===== src/rtl/ctrl_pkg.sv =====
// ============================================================================
// ctrl_pkg : shared opcode/funct constants, FSM states and control encodings
// Revision : 1.0  initial release
// ============================================================================
`default_nettype none

package ctrl_pkg;

  localparam logic [5:0] OP_RTYPE = 6'h00;
  localparam logic [5:0] OP_ADDI  = 6'h08;
  localparam logic [5:0] OP_LW    = 6'h23;
  localparam logic [5:0] OP_SW    = 6'h2B;
  localparam logic [5:0] OP_BEQ   = 6'h04;
  localparam logic [5:0] OP_J     = 6'h02;

  localparam logic [5:0] FUNCT_ADD = 6'h20;
  localparam logic [5:0] FUNCT_SUB = 6'h22;
  localparam logic [5:0] FUNCT_AND = 6'h24;

  localparam logic [1:0] SRCB_B       = 2'b00;
  localparam logic [1:0] SRCB_FOUR    = 2'b01;
  localparam logic [1:0] SRCB_IMM     = 2'b10;
  localparam logic [1:0] SRCB_IMM_SH2 = 2'b11;

  localparam logic [2:0] ALUOP_NONE = 3'b000;
  localparam logic [2:0] ALUOP_ADD  = 3'b001;
  localparam logic [2:0] ALUOP_SUB  = 3'b010;
  localparam logic [2:0] ALUOP_AND  = 3'b011;

  localparam logic [1:0] PCSRC_ALU    = 2'b00;
  localparam logic [1:0] PCSRC_ALUOUT = 2'b01;
  localparam logic [1:0] PCSRC_JUMP   = 2'b10;
  localparam logic [1:0] PCSRC_EXC    = 2'b11;

  typedef enum logic [4:0] {
    FETCH0      = 5'd0,
    FETCH1      = 5'd1,
    FETCH2      = 5'd2,
    DECODE      = 5'd3,
    EXEC_R      = 5'd4,
    WB_R        = 5'd5,
    EXEC_I      = 5'd6,
    WB_I        = 5'd7,
    MEM_ADDR    = 5'd8,
    MEM_RD      = 5'd9,
    MEM_RD_WAIT = 5'd10,
    WB_LW       = 5'd11,
    MEM_WR      = 5'd12,
    BRANCH      = 5'd13,
    JUMP        = 5'd14,
    EXC_EPC     = 5'd15,
    EXC_VEC     = 5'd16
  } state_e;

  typedef struct packed {
    logic       pc_write;
    logic       pc_write_cond;
    logic       iord;
    logic       mem_read;
    logic       mem_write;
    logic       ir_write;
    logic       reg_write;
    logic       reg_dst;
    logic       mem_to_reg;
    logic       alu_src_a;
    logic       epc_write;
    logic       exc_cause;
    logic [1:0] alu_src_b;
    logic [2:0] alu_op;
    logic [1:0] pc_source;
  } ctrl_word_t;

  localparam int CTRL_W = $bits(ctrl_word_t);

  function automatic logic is_alu_funct(input logic [5:0] f);
    return (f == FUNCT_ADD) || (f == FUNCT_SUB) || (f == FUNCT_AND);
  endfunction

  function automatic logic [2:0] funct_alu_op(input logic [5:0] f);
    case (f)
      FUNCT_ADD: return ALUOP_ADD;
      FUNCT_SUB: return ALUOP_SUB;
      FUNCT_AND: return ALUOP_AND;
      default:   return ALUOP_NONE;
    endcase
  endfunction

endpackage

`default_nettype wire


===== src/rtl/ctrl_output_decode.sv =====
// ============================================================================
// ctrl_output_decode : Moore decode of FSM state (+ latched funct/cause) into
//                      the datapath control word
// Revision : 1.0  initial release
// ============================================================================
`default_nettype none

module ctrl_output_decode
  import ctrl_pkg::*;
(
  input  logic [4:0]        state,
  input  logic [5:0]        funct_q,
  input  logic              cause_q,
  output logic [CTRL_W-1:0] ctrl_word
);

  state_e     st;
  ctrl_word_t cw;

  assign st = state_e'(state);

  always_comb begin
    cw = '0;
    case (st)
      FETCH0: begin
        cw.mem_read  = 1'b1;
        cw.alu_src_b = SRCB_FOUR;
        cw.alu_op    = ALUOP_ADD;
        cw.pc_source = PCSRC_ALU;
        cw.pc_write  = 1'b1;
      end
      FETCH1:  cw.mem_read = 1'b1;
      FETCH2:  cw.ir_write = 1'b1;
      DECODE: begin
        // Speculative branch target: PC + (imm << 2)
        cw.alu_src_b = SRCB_IMM_SH2;
        cw.alu_op    = ALUOP_ADD;
      end
      EXEC_R: begin
        cw.alu_src_a = 1'b1;
        cw.alu_src_b = SRCB_B;
        cw.alu_op    = funct_alu_op(funct_q);
      end
      WB_R: begin
        cw.reg_dst   = 1'b1;
        cw.reg_write = 1'b1;
      end
      EXEC_I, MEM_ADDR: begin
        cw.alu_src_a = 1'b1;
        cw.alu_src_b = SRCB_IMM;
        cw.alu_op    = ALUOP_ADD;
      end
      WB_I:    cw.reg_write = 1'b1;
      MEM_RD, MEM_RD_WAIT: begin
        cw.iord     = 1'b1;
        cw.mem_read = 1'b1;
      end
      WB_LW: begin
        cw.mem_to_reg = 1'b1;
        cw.reg_write  = 1'b1;
      end
      MEM_WR: begin
        cw.iord      = 1'b1;
        cw.mem_write = 1'b1;
      end
      BRANCH: begin
        cw.alu_src_a     = 1'b1;
        cw.alu_src_b     = SRCB_B;
        cw.alu_op        = ALUOP_SUB;
        cw.pc_source     = PCSRC_ALUOUT;
        cw.pc_write_cond = 1'b1;
      end
      JUMP: begin
        cw.pc_source = PCSRC_JUMP;
        cw.pc_write  = 1'b1;
      end
      EXC_EPC: begin
        // PC was already incremented in FETCH0; EPC gets PC - 4
        cw.alu_src_b = SRCB_FOUR;
        cw.alu_op    = ALUOP_SUB;
        cw.epc_write = 1'b1;
        cw.exc_cause = cause_q;
      end
      EXC_VEC: begin
        cw.pc_source = PCSRC_EXC;
        cw.pc_write  = 1'b1;
      end
      default: cw = '0;
    endcase
  end

  assign ctrl_word = cw;

endmodule

`default_nettype wire


===== src/rtl/multicycle_ctrl.sv =====
// ============================================================================
// multicycle_ctrl : multicycle MIPS-subset control FSM with memory wait counter
// Build option    : OVERFLOW_EXC_EN turns ALU overflow into an exception
// Revision        : 1.0  initial release
// ============================================================================
`default_nettype none

module multicycle_ctrl
  import ctrl_pkg::*;
#(
  parameter int MEM_LAT = 1
) (
  input  logic       clk,
  input  logic       reset,
  input  logic [5:0] opcode,
  input  logic [5:0] funct,
  input  logic       zero,
  input  logic       overflow,
  output logic       PCWrite,
  output logic       PCWriteCond,
  output logic       IorD,
  output logic       MemRead,
  output logic       MemWrite,
  output logic       IRWrite,
  output logic       RegWrite,
  output logic       RegDst,
  output logic       MemToReg,
  output logic       ALUSrcA,
  output logic       EPCWrite,
  output logic       ExcCause,
  output logic [1:0] ALUSrcB,
  output logic [2:0] ALUOp,
  output logic [1:0] PCSource,
  output logic [4:0] state_dbg
);

  localparam logic [1:0] LAT_LAST = 2'(MEM_LAT - 1);

  state_e            state_q, state_d;
  logic [1:0]        cnt_q, cnt_d;
  logic [5:0]        funct_q, funct_d;
  logic              ovf_q, ovf_d;
  logic              cause_q, cause_d;
  logic [CTRL_W-1:0] ctrl_raw;
  ctrl_word_t        ctrl;

  always_ff @(posedge clk) begin
    if (reset) begin
      state_q <= FETCH0;
      cnt_q   <= 2'd0;
      funct_q <= 6'd0;
      ovf_q   <= 1'b0;
      cause_q <= 1'b0;
    end else begin
      state_q <= state_d;
      cnt_q   <= cnt_d;
      funct_q <= funct_d;
      ovf_q   <= ovf_d;
      cause_q <= cause_d;
    end
  end

  always_comb begin
    state_d = state_q;
    cnt_d   = cnt_q;
    funct_d = funct_q;
    ovf_d   = ovf_q;
    cause_d = cause_q;
    case (state_q)
      FETCH0: begin
        state_d = FETCH1;
        cnt_d   = 2'd0;
      end
      FETCH1: begin
        if (cnt_q == LAT_LAST) begin
          state_d = FETCH2;
          cnt_d   = 2'd0;
        end else begin
          cnt_d = cnt_q + 2'd1;
        end
      end
      FETCH2: state_d = DECODE;
      DECODE: begin
        // funct captured here so EXEC_R's ALUOp comes from a register
        funct_d = funct;
        cause_d = 1'b0;
        case (opcode)
          OP_RTYPE:      state_d = is_alu_funct(funct) ? EXEC_R : EXC_EPC;
          OP_ADDI:       state_d = EXEC_I;
          OP_LW, OP_SW:  state_d = MEM_ADDR;
          OP_BEQ:        state_d = BRANCH;
          OP_J:          state_d = JUMP;
          default:       state_d = EXC_EPC;
        endcase
      end
      EXEC_R: begin
        ovf_d   = overflow;
        state_d = WB_R;
`ifdef OVERFLOW_EXC_EN
        if (overflow && (funct_q != FUNCT_AND)) begin
          state_d = EXC_EPC;
          cause_d = 1'b1;
        end
`endif
      end
      EXEC_I: begin
        ovf_d   = overflow;
        state_d = WB_I;
`ifdef OVERFLOW_EXC_EN
        if (overflow) begin
          state_d = EXC_EPC;
          cause_d = 1'b1;
        end
`endif
      end
      MEM_ADDR: state_d = (opcode == OP_LW) ? MEM_RD : MEM_WR;
      MEM_RD: begin
        state_d = MEM_RD_WAIT;
        cnt_d   = 2'd0;
      end
      MEM_RD_WAIT: begin
        if (cnt_q == LAT_LAST) begin
          state_d = WB_LW;
          cnt_d   = 2'd0;
        end else begin
          cnt_d = cnt_q + 2'd1;
        end
      end
      WB_R, WB_I, WB_LW, MEM_WR, BRANCH, JUMP, EXC_VEC: state_d = FETCH0;
      EXC_EPC: state_d = EXC_VEC;
      default: state_d = FETCH0;
    endcase
  end

  ctrl_output_decode u_decode (
    .state     (state_q),
    .funct_q   (funct_q),
    .cause_q   (cause_q),
    .ctrl_word (ctrl_raw)
  );

  // Reset masks the whole word so a write in flight never commits
  assign ctrl      = reset ? '0 : ctrl_word_t'(ctrl_raw);
  assign state_dbg = reset ? 5'd0 : state_q;

  assign PCWrite     = ctrl.pc_write;
  assign PCWriteCond = ctrl.pc_write_cond;
  assign IorD        = ctrl.iord;
  assign MemRead     = ctrl.mem_read;
  assign MemWrite    = ctrl.mem_write;
  assign IRWrite     = ctrl.ir_write;
  assign RegWrite    = ctrl.reg_write;
  assign RegDst      = ctrl.reg_dst;
  assign MemToReg    = ctrl.mem_to_reg;
  assign ALUSrcA     = ctrl.alu_src_a;
  assign EPCWrite    = ctrl.epc_write;
  assign ExcCause    = ctrl.exc_cause;
  assign ALUSrcB     = ctrl.alu_src_b;
  assign ALUOp       = ctrl.alu_op;
  assign PCSource    = ctrl.pc_source;

  // zero is consumed by the datapath through PCWriteCond; ovf_q is debug state
  logic unused_sink;
  assign unused_sink = ^{zero, ovf_q};

endmodule

`default_nettype wire

===== config.mk =====
export PLATFORM = sky130hd
export DESIGN_NAME = multicycle_ctrl
export DESIGN_NICKNAME = d
export VERILOG_FILES = /design/src/rtl/ctrl_pkg.sv /design/src/rtl/ctrl_output_decode.sv /design/src/rtl/multicycle_ctrl.sv
export SDC_FILE = /design/constraint.sdc
export NUM_CORES = 1
export LEC_CHECK = 0
export ABC_AREA = 1
export CAP_MARGIN = 20
export CORE_MARGIN = 2
export CORE_UTILIZATION = 47
export DETAILED_ROUTE_END_ITERATION = 8
export PLACE_DENSITY_LB_ADDON = 0.12
export SLEW_MARGIN = 20
export SYNTH_ARGS = -nofsm -noshare
export SYNTH_HDL_FRONTEND = slang
export SYNTH_HIERARCHICAL = 1
export SYNTH_SLANG_ARGS = --single-unit

===== constraint.sdc =====
create_clock -name clk -period 1.58 [get_ports clk]
set_input_delay 0.158 -clock clk [delete_from_list [all_inputs] [get_ports clk]]
set_output_delay 0.158 -clock clk [all_outputs]
set_load 0.1 [all_outputs]

==> flow_metrics.py <==
metrics = {
    "timing": {
        "fin_worst_skew_ns": 0.003037,
        "whs_ns": 0.2062,
        "rsz0062_at_grt": "true",
        "fin_crit_ns": 1.763,
        "post-route-period-util_pct": 111.6,
        "hold_viol": 0,
        "clock.fmax_mhz": 567.2,
        "slew_headroom_pct": -15.23,
        "tightest_slew_ns": 1.722,
        "finalSetupViolations": 15,
        "fin_ws_ns": -0.1830,
        "tns_ns": -1.770,
        "drv_slew": 2,
    },
    "synthesis": {
        "syn_area_sq_um": 1320,
        "synthCells": 252,
        "ys_seq_area_share_pct": 19.72,
        "synth_top_area_share_pct": 19.72,
        "yosysTopAreaCell": "dfxtp_1",
        "ys_ff_latch": 13,
        "synth.area.top_cells": "dfxtp_1 (20%), nor2_1 (18%), inv_1 (14%)",
        "synth_warnings": 6,
        "ys_types": 22,
        "syn_avg_cell_area_sq_um": 5.238,
        "synth_nets": 270,
    },
    "worst_setup_path": {
        "cp_top_family": "simple AND/OR/NAND/NOR gates",
        "crit_buf_inv": 3,
        "slowest_delay_ns": 0.39,
        "reg2reg_depth": 9,
        "cp_cell_sequence": "inv_4, nand2_2, nor2_2, o21ai_1, nand3_1, inv_1, nor2_2, buf_12",
        "cp_common_cell": "nor2_2",
        "crit_cells": 8,
        "crit_arrival_ns": 1.60,
        "path_class": "flip-flop to output pin",
        "endpoint_kind": "output pin",
        "required_ns": 1.42,
        "crit_fanout": 5,
        "cp_slowest_cell": "dfxtp_4",
        "crit_path_start_kind": "flip-flop",
    },
    "clock_network": {
        "clock_latency_ns": 0.27,
        "clockBufferDepth": 2,
        "ctsRootBufferMaster": "clkbuf_4",
        "clock_sinks": 13,
        "clkSlewWorstSetupHoldPaths_ns": 0.08,
        "tritoncts": "built",
        "htree_levels": 1,
        "cts_buffers": 3,
    },
    "global_route": {
        "grt_usage_pct": 23.91,
        "grt_pass1_wl_mm": 6.417,
        "groute.layer.met1.usage_pct": 27.83,
        "grt-ovfl-total": 0,
        "grt_max_degree": 23,
        "grtUsageMet2_pct": 44.83,
        "grt-busiest-layer": "met2",
        "antenna_found_initial": 0,
        "grt_pass1_vias": 1576,
        "gr-usage-met3_pct": 2.721,
    },
    "drt": {
        "vias_per_cell": 5.124,
        "route.final.wire_length_mm": 4.052,
        "ant_nets": 0,
        "drc": 0,
        "dr_total_vias": 1696,
        "first_pass_iters": 4,
        "wl_per_cell_um": 12.24,
        "drtIter0Drc": 49,
    },
    "final_layout": {
        "diodes": 0,
        "layout-drive-gt1-share_pct": 40.00,
        "layout_common_cells": "nand2_1 (43), inv_1 (38), nor2_1 (37), nor2_4 (25), buf_12 (23)",
        "nets": 319,
        "layout_commonest_cell": "nand2_1",
        "final.fill_count": 155,
        "finalNonFillerCells": 331,
        "area_delta_synth_final_pct": 75.07,
    },
    "die": {
        "row_count": 19,
        "die_w_um": 57.00,
        "start_util_pct": 48.71,
        "fp.coreArea_sq_um": 2710,
        "io_pins": 40,
        "chipHeight_um": 57.00,
        "die_area_sq_um": 3248,
    },
    "worst_hold_path": {
        "holdPathStages": 2,
        "hold_class": "primary input to flip-flop",
    },
    "power_and_ir_drop": {
        "power_density_nw_per_um2": 1404,
        "leakage_uw": 0.001005,
        "p_total_uw": 3245,
        "peakVddDrop_mv": 1.679,
    },
    "outcome": {
        "violations": "max-slew violations, negative setup slack",
        "outcome": "finished with violations",
    },
    "flow_run": {
        "cap_violations": 0,
    },
    "placed_design": {
        "portBuffers": 35,
        "place_hpwl_mm": 2.608,
        "dp.cells": 315,
        "gp_congestion": 0.8069,
    },
}
-- through the flow --
step	setup WS (ns)	instance area [sq um]	util [%]
floorplan	-0.2965	1481	-
global placement	0.07259	2078	76.69
detailed placement	0.06559	2078	76.69
CTS	-0.08869	2213	81.67
global route	-0.2420	2311	85.27
finish	-0.1830	2311	85.27
-- synthesized netlist by cell type --
master    n
nor2_1   64
inv_1    49
nand2_1  47
dfxtp_1  13
nand3_1  13
o21ai_0  11
nor2_2   10
nand4_1   8
inv_2     7
a21oi_1   4
nand2_2   4
nor3_1    4
o21ai_1   3
buf_1     2
buf_4     2
conb_1    2
ha_1      2
nand3_2   2
nor2_4    2
a21oi_2   1
buf_2     1
o21ai_2   1
-- flip-flops by register name, summed over array words and instances, names as in the netlist --
signal   count
funct_q      6
state_q      5
cnt_q        2
-- power breakdown --
| part | switching, uW | internal (uW) | total (uW) |
|---|---|---|---|
| Sequential | 136 | 422 | 558 |
| Clock | 107 | 93.7 | 200 |
| Combinational | 1610 | 878 | 2490 |
| Total | 1850 | 1390 | 3240 |
-- what timing repair did --
item | 4_1_cts | 5_1_grt
pin swaps | 9 | 9
buffers inserted | 9 | 3
hold buffers | 0 | 0
endpoints found under the setup margin | 17 | 19
gates resized for setup | 17 | 29
-- cell families after synthesis --
group,after synthesis,synth area share (%)
simple gates,154,51.66
fa+ha+maj,2,1.895
compound gates,20,8.151
other cells,2,0.5689
buf+inv,61,18.01
flops,13,19.72
-- per-layer routing --
metal  part of all wire, %  routed length (um)
met1                    39                1600
met2                    54                2196
met3                   3.4                 139
met4                   2.9                 116
met5                     0                   0
-- path summary, 6_finish.rpt --
path / slack, ns / from / endpoint
worst min register to register: 0.46 / cnt_q[0]$_SDFFE_PP0P_ / cnt_q[0]$_SDFFE_PP0P_
worst min-delay path: 0.21 / reset / state_q[3]$_SDFFE_PP0P_
worst max-delay path: -0.18 / state_q[3]$_SDFFE_PP0P_ / ALUOp[0]
worst max register to register: 0.11 / state_q[2]$_SDFFE_PP0P_ / state_q[0]$_SDFFE_PP0P_
-- layout make-up --
type | count | area (sq um) | area share, %
clock buffer | 3 | 22.52 | 0.9746
clock inverter | 1 | 5.005 | 0.2166
inverter | 56 | 217.7 | 9.421
multi-input combinational | 178 | 1052 | 45.53
sequential | 13 | 276.5 | 11.97
tap | 31 | 38.79 | 1.678
timing repair buffer | 49 | 698.2 | 30.21
Note: power is estimated with default switching activity, not from simulation.
